**config.mk**
```make
export PLATFORM = sky130hd
export DESIGN_NAME = periph_bus
export DESIGN_NICKNAME = d
export VERILOG_FILES = /design/src/rtl/periph_bus.sv
export SDC_FILE = /design/constraint.sdc
export NUM_CORES = 1
export LEC_CHECK = 0
export ABC_AREA = 1
export CAP_MARGIN = 10
export CORE_MARGIN = 2
export CORE_UTILIZATION = 48
export CTS_CLUSTER_SIZE = 24
export DETAILED_ROUTE_END_ITERATION = 8
export PLACE_DENSITY = 0.78
export SYNTH_ARGS = -nofsm -noshare
export SYNTH_HDL_FRONTEND = slang
export SYNTH_SLANG_ARGS = --single-unit
```
**constraint.sdc**
```tcl
create_clock -name clk -period 3.2 [get_ports clk]
set_input_delay 0.96 -clock clk [delete_from_list [all_inputs] [get_ports clk]]
set_output_delay 0.96 -clock clk [all_outputs]
set_load 0.05 [all_outputs]
```
**src/rtl/periph_bus.sv**
```systemverilog
// Memory-mapped peripheral block: reload timer with interrupt, LED and
// 7-segment registers, and a synchronized switch input.
module periph_bus (
  input  logic        clk,
  input  logic        reset,
  input  logic        rd,
  input  logic        wr,
  input  logic [31:0] addr,
  input  logic [31:0] wdata,
  output logic [31:0] rdata,
  output logic [7:0]  led,
  input  logic [7:0]  switch,
  output logic [11:0] digi,
  output logic        irqout
);

  localparam logic [29:0] A_TH   = 30'h1000_0000;
  localparam logic [29:0] A_TL   = 30'h1000_0001;
  localparam logic [29:0] A_TCON = 30'h1000_0002;
  localparam logic [29:0] A_LED  = 30'h1000_0003;
  localparam logic [29:0] A_SW   = 30'h1000_0004;
  localparam logic [29:0] A_DIGI = 30'h1000_0005;

  logic [31:0] th_q, th_d;
  logic [31:0] tl_q, tl_d;
  logic [2:0]  tcon_q, tcon_d;
  logic [7:0]  led_q, led_d;
  logic [11:0] digi_q, digi_d;
  logic [7:0]  sw1_q, sw2_q;

  logic [29:0] word;
  logic        sel_th, sel_tl, sel_tcon;
  logic        sel_led, sel_sw, sel_digi;
  logic        ovf;
  logic        unused_addr;

  assign word        = addr[31:2];
  assign unused_addr = ^addr[1:0];

  assign sel_th   = (word == A_TH);
  assign sel_tl   = (word == A_TL);
  assign sel_tcon = (word == A_TCON);
  assign sel_led  = (word == A_LED);
  assign sel_sw   = (word == A_SW);
  assign sel_digi = (word == A_DIGI);

  assign ovf = tcon_q[0] && (tl_q == 32'hFFFF_FFFF);

  // CPU writes are applied last so they override timer activity
  always_comb begin
    th_d   = th_q;
    tl_d   = tl_q;
    tcon_d = tcon_q;
    led_d  = led_q;
    digi_d = digi_q;
    if (tcon_q[0]) begin
      tl_d = ovf ? th_q : tl_q + 32'd1;
    end
    if (ovf && tcon_q[1]) begin
      tcon_d[2] = 1'b1;
    end
    if (wr) begin
      if (sel_th)   th_d   = wdata;
      if (sel_tl)   tl_d   = wdata;
      if (sel_tcon) tcon_d = wdata[2:0];
      if (sel_led)  led_d  = wdata[7:0];
      if (sel_digi) digi_d = wdata[11:0];
    end
  end

  always_ff @(posedge clk or negedge reset) begin
    if (!reset) begin
      th_q   <= '0;
      tl_q   <= '0;
      tcon_q <= '0;
      led_q  <= '0;
      digi_q <= '0;
      sw1_q  <= '0;
      sw2_q  <= '0;
    end else begin
      th_q   <= th_d;
      tl_q   <= tl_d;
      tcon_q <= tcon_d;
      led_q  <= led_d;
      digi_q <= digi_d;
      sw1_q  <= switch;
      sw2_q  <= sw1_q;
    end
  end

  always_comb begin
    rdata = '0;
    if (rd) begin
      unique case (1'b1)
        sel_th:   rdata = th_q;
        sel_tl:   rdata = tl_q;
        sel_tcon: rdata = {29'd0, tcon_q};
        sel_led:  rdata = {24'd0, led_q};
        sel_sw:   rdata = {24'd0, sw2_q};
        sel_digi: rdata = {20'd0, digi_q};
        default:  rdata = '0;
      endcase
    end
  end

  assign led    = led_q;
  assign digi   = digi_q;
  assign irqout = tcon_q[2];

endmodule
```
==> results of run 1 <==
[routing by layer]
| layer | part of all wire | wire [um] |
|---|---|---|
| met1 | 0.41 | 8490 |
| met2 | 0.47 | 9750 |
| met3 | 0.077 | 1580 |
| met4 | 0.035 | 726 |
| met5 | 0 | 0 |
[power groups by stage]
stage                     Combinational [W]  Clock (W)  Sequential [W]
after floorplan                   0.0000271          0         0.00134
after global placement             0.000168          0         0.00134
after detailed placement           0.000169          0         0.00134
after CTS                          0.000162    0.00111         0.00131
after global routing               0.000197    0.00117         0.00131
final                              0.000182    0.00111         0.00131
[layout make-up]
| type | count | area [um^2] | share of cell area |
|---|---|---|---|
| clock buffers | 10 | 229 | 0.0241 |
| multi-input cells | 659 | 3650 | 0.384 |
| repair inverters | 1 | 6.26 | 0.000658 |
| well taps | 176 | 220 | 0.0232 |
| flip-flops and latches | 103 | 2580 | 0.271 |
| clock inverters | 6 | 58.8 | 0.00618 |
| inverters | 153 | 594 | 0.0625 |
| repair buffers | 174 | 2170 | 0.229 |
[critical path: stages]
cell	delay [ps]
buf_6	90
nor2_4	90
nand2_2	80
nor2_4	160
nand2_4	100
nor2_8	190
buf_6	130
nand3_4	80
nand3_4	100
o21ai_4	110
buf_12	200
nor2_4	140
buf_12	140
[state kept, by name (all words and copies together), names as in the netlist]
signal / flops
sw1_q: 8
led: 8
sw2_q: 8
tl_q: 32
th_q: 32
tcon_q: 3
digi: 12
[cells by family (layout without fill, tap and decap cells)]
group,count (synthesis),after routing,share of synthesized area
compound gates,154,154,0.123
simple gates,489,490,0.338
buf+inv,198,344,0.122
xor+xnor,14,14,0.0189
flops,103,103,0.397
fa+ha+maj,1,1,0.00193
[how the worst max path moves through the flow]
stage,from,end,slack [ps],cells after the start
after floorplan,addr[30],rdata[21],-160,12
after global routing,addr[29],rdata[11],-430,13
after CTS,addr[7],rdata[19],-280,11
after detailed placement,addr[30],rdata[0],-820,13
final,addr[29],rdata[11],-350,13
after global placement,addr[30],rdata[0],-760,13
[what timing repair did]
action	CTS	global route
buffers inserted	8	5
resized for setup	117	78
endpoints found under the setup margin	32	32
gates cloned	6	1
pin swaps	25	30
[metrics by stage]
| stage | instances | area (um^2) | hold WS (ps) |
|---|---|---|---|
| floorplan | 959 | 6810 | 331 |
| global placement | 1248 | 8720 | 333 |
| detailed placement | 1248 | 8720 | 335 |
| CTS | 1278 | 9210 | 352 |
| global route | 1282 | 9510 | 365 |
| finish | 1282 | 9510 | 351 |
[synth_stat cells (all sizes together)]
cell type,count
or2,7
dfrtp,103
o22ai,20
ha,1
nand3b,1
o21ai,95
nand2,191
nand4,54
o21bai,1
nor2,177
clkbuf,22
xnor2,1
nor3,8
a31oi,2
and2,1
xor2,13
inv,153
buf,23
a21oi,36
nand3,50
[layout by cell type (no fill, tap or decap), types with 10 or more instances in the layout]
| cell type | instances |
|---|---|
| nand2_1 | 180 |
| inv_1 | 136 |
| nor2_1 | 117 |
| dfrtp_1 | 103 |
| clkdlybuf4s50_1 | 63 |
| o21ai_1 | 53 |
| nand4_1 | 52 |
| buf_12 | 45 |
| nand3_1 | 41 |
| nor2_4 | 40 |
| o21ai_0 | 40 |
| a21oi_1 | 33 |
| buf_4 | 24 |
| nor2_2 | 20 |
| buf_6 | 19 |
| inv_2 | 15 |
| o22ai_2 | 13 |
| xor2_1 | 13 |
| clkbuf_16 | 10 |
==> metrics.txt, run 1 <==
met2 usage 0.451; switching share of total power 0.250; worst hold path startpoint sw1_q[2]; count of pins over their slew limit 0; pwr/cell area 274 mW/mm^2; met1 global-route usage 0.384; Setup violations, final 32; DP HPWL 13,400 um; Core ar. ~0.013 mm^2; GRT Overall Usage 0.288; area grow syn2layout 46.4%; # DRC 0; fin nets 1,178; post-DR vias/cell 5.37; Max VDD drop 213 uV; post-cts hold buffer count 0; hold path cells 0; RR Endpoint tl_q[2]; GR peak layer met2; cell taking the most area after synthesis dfrtp_1; Internal Pwr Total 0.00195 W; fin util 0.718; WHS Endpoint sw2_q[2]; H-tree levels 3; status finished, violations left; # clock sinks 103; Vias 6,886; Post-Syn Area ~0.0065 mm^2; fmax about 280 MHz; number of diodes 0; synth top area cells dfrtp_1, nand2_1, nor2_1; PnR worst setup slack -348 ps; crit path time final 3550 ps; Seq/Total Area, Yosys 0.397; number of hold violations in the final report 0; Synth cell types 34; die width between 100 and 150 um; ANT nets after route 0; fill count 1,035; IO Pins 129; vias in the first global route 6,830; initial antenna violation count 0; Comb pwr share 0.070; Core Rows between 40 and 50; Crit Reg-Reg Startpoint tl_q[0]; CTS Buffer Depth 2; CTS Root Cell clkbuf_16; Avg Synthesized Cell Area approximately 6.8 um^2; Hold Crit Class flop to flop; syn nets 1,036; clock share of power 0.425; switching pwr 0.000651 W; CTS tree built; overall power 0.00260 W; Startpoint Class primary input; largest net degree at the start of global routing 65; Die Ht 120 um; Gate Count Post-Synth 959; first-pass GRT wire length 33,200 um; WL final 20,500 um; Slew HR 0.632; clock latency on the worst-skew pair 370 ps; critical path arrival 2590 ps; unrepaired setup endpoints after global routing true; sequential share of power 0.504; CP Data Required Time 2240 ps; clock slew at reported path FFs ~70 ps; IO Port Bufs 126; Crit. End Element output pin; clk_skew between 10 and 15 ps; M3 GR Usage 0.0594; reg2reg path depth 10; Avg WL per Cell 16.0 um; top cell type's share of synthesized area 0.397; max_cap viols 0; yosys warns 0; cts bufs inserted 9; Place WS -819 ps; register-to-register setup slack 1020 ps; setup_tns -9910 ps; failing checks setup timing; Worst Tran Pin Value 551 ps; die area around 0.014 mm^2; share of layout cells above drive strength 1 0.215; Final Cycle Share 1.11; worst-path maximum fanout 11; leakage power around 4.6 nW; initial DRC count roughly 570; Initial Util 0.490; RePlAce Congestion 0.911; iteration count of the initial detailed-routing pass 5; GRT overflow 0; critical path class primary input to output pin; Yosys reg bits 103
Note: power is estimated with default switching activity, not from simulation.
==> run 2, diff against run 1 <==
- CTS_CLUSTER_DIAMETER: unset -> 40
==> results of run 2 <==
Same layout as run 1: the final DEF is identical, and so are final timing and power.
==> run 3, diff against run 2 <==
- ABC_CLOCK_PERIOD_IN_PS: unset -> 3200
- CELL_PAD_IN_SITES_DETAIL_PLACEMENT: unset -> 2
- CELL_PAD_IN_SITES_GLOBAL_PLACEMENT: unset -> 2
- CORE_UTILIZATION: 48 -> 26
- PLACE_DENSITY: 0.78 -> unset
- PLACE_DENSITY_LB_ADDON: unset -> 0.1
==> metrics.txt, run 3 (synthesis results as in run 1) <==
status finished, violations left; failing checks setup timing; CTS Root Cell clkbuf_16; # DRC 0; clock latency on the worst-skew pair 370 ps; number of diodes 0; Die Ht around 160 um; initial DRC count 359; register-to-register setup slack around 800 ps; Worst path max stage delay 350 ps; crit path time final 3660 ps; worst-path maximum fanout 8; critical path class primary input to output pin; unrepaired setup endpoints after global routing true; share of layout cells above drive strength 1 0.220; setup_tns -13,530 ps; ANT nets after route 0; # clock sinks 103; sequential share of power 0.484; cts bufs inserted 9; clock slew at reported path FFs 90 ps; fin nets 1,193; iteration count of the initial detailed-routing pass 4; clock share of power 0.448; most frequent cells in the layout nand2_1, inv_1, nor2_1; CTS Buffer Depth 2; critical path arrival 2700 ps; number of hold violations in the final report 0; pwr/cell area 277 mW/mm^2; Hold Crit Class flop to flop; Crit Reg-Reg Startpoint tl_q[0]; Comb pwr share 0.068; clk_skew 15.5 ps; RePlAce Congestion between 0.7 and 0.8; design area slightly below 0.01 mm^2; Core Rows 57; commonest non-fill, non-tap cell in the layout nand2_1; Top delay family on crit path buffers and inverters; Max VDD drop 208 uV; CTS tree built; first-pass GRT wire length ~43,000 um; H-tree levels 3; leakage power 4.67 nW; switching pwr 0.000743 W; fin util 0.402; Startpoint Class primary input; Final Cycle Share 1.14; fmax between 200 and 300 MHz; IO Port Bufs roughly 130; die width 162 um; Inst Count DP 1,406; switching share of total power 0.274; DP HPWL 18,500 um; Worst Path Buf+Inv 5; crit-path cells clkdlybuf4s15_1, nor2_2, nand3_2, nor2_8, buf_6, buf_12, nand3b_1, nand3_2, o21ai_4, clkbuf_16, nor2_4, buf_12; worst hold path startpoint sw1_q[4]; post-DR vias/cell ~4.8; Min Hold Slack ~360 ps; CP max stage cell o21ai_4; PnR worst setup slack -460 ps; IO Pins 129; max_cap viols 0; Slew HR 0.594; count of pins over their slew limit 0; CP Data Required Time 2240 ps; vias in the first global route 7,593; largest net degree at the start of global routing 104; Avg WL per Cell 19.0 um; GRT Overall Usage 0.210; final std cells w/o fill 1,445; placed cell areas ~0.009 mm^2; area grow syn2layout 51.1%; Worst Tran Pin Value 609 ps; Internal Pwr Total slightly below 0.002 W; Initial Util 0.266; Core ar. 0.0244 mm^2; die area 0.0263 mm^2; initial antenna violation count 0; post-cts hold buffer count 0; Vias 6,996; Setup violations, final 32; GRT overflow 0; WL final 27,400 um; Crit. End Element output pin; fill count between 2,000 and 3,000; Worst Setup SP addr[14]
run 3: cell type report:
type	count	area [um^2]	area share
clock buffers	9	225	0.0229
inverters	153	594	0.0606
repair buffers	191	2310	0.236
multi-input cells	658	3600	0.367
well taps	324	405	0.0413
clock inverters	7	93.8	0.00956
flip-flops and latches	103	2580	0.263
run 3: repair_timing:
action,CTS,global route
setup buffers,18,8
endpoints found under the hold margin,0,0
cloned,6,1
gates resized for setup,133,58
pin swaps,32,53
endpoints found under the setup margin,32,32
run 3: worst paths after layout:
path / endpoint / depth (start not counted)
worst max-delay path: rdata[27] / 12
worst min-delay path: sw2_q[4] / 0
worst max register to register: tl_q[2] / 10
worst min register to register: sw2_q[4] / 0
max in group asynchronous: th_q[27] / 2
min in group asynchronous: sw2_q[7] / 2
run 3: power by group through the flow:
stage               clock network [W]  registers [W]  logic (W)
floorplan                           0        0.00134  0.0000271
global placement                    0        0.00134   0.000175
detailed placement                  0        0.00134   0.000176
CTS                           0.00126        0.00131   0.000173
global route                  0.00130        0.00132   0.000203
finish                        0.00122        0.00131   0.000185
run 3: routing by layer:
layer / track usage / wire length, um / vias up
met5: 0 / 0 / -
met4: 0.0330 / 264 / 0
met3: 0.0301 / 716 / 22
met2: 0.359 / 13400 / 95
met1: 0.288 / 13000 / 3509
li1: - / - / 3370
run 3: metrics by stage:
stage	power, W	setup WS (ps)
2_1_floorplan	0.00137	-155
3_3_place_gp	0.00151	-856
3_5_place_dp	0.00152	-910
4_1_cts	0.00275	-436
5_1_grt	0.00282	-561
6_report	0.00272	-460
run 3: worst register-to-register path, stage by stage, from the launching register on:
cell and delay [ps]:
dfrtp_1 450, ha_1 250, nand2_1 70, nor2_1 200, nand3_2 230, nor2_2 460
nand2_1 180, nor3_1 230, nor2_1 80, nor2_1 110, nor2_1 50
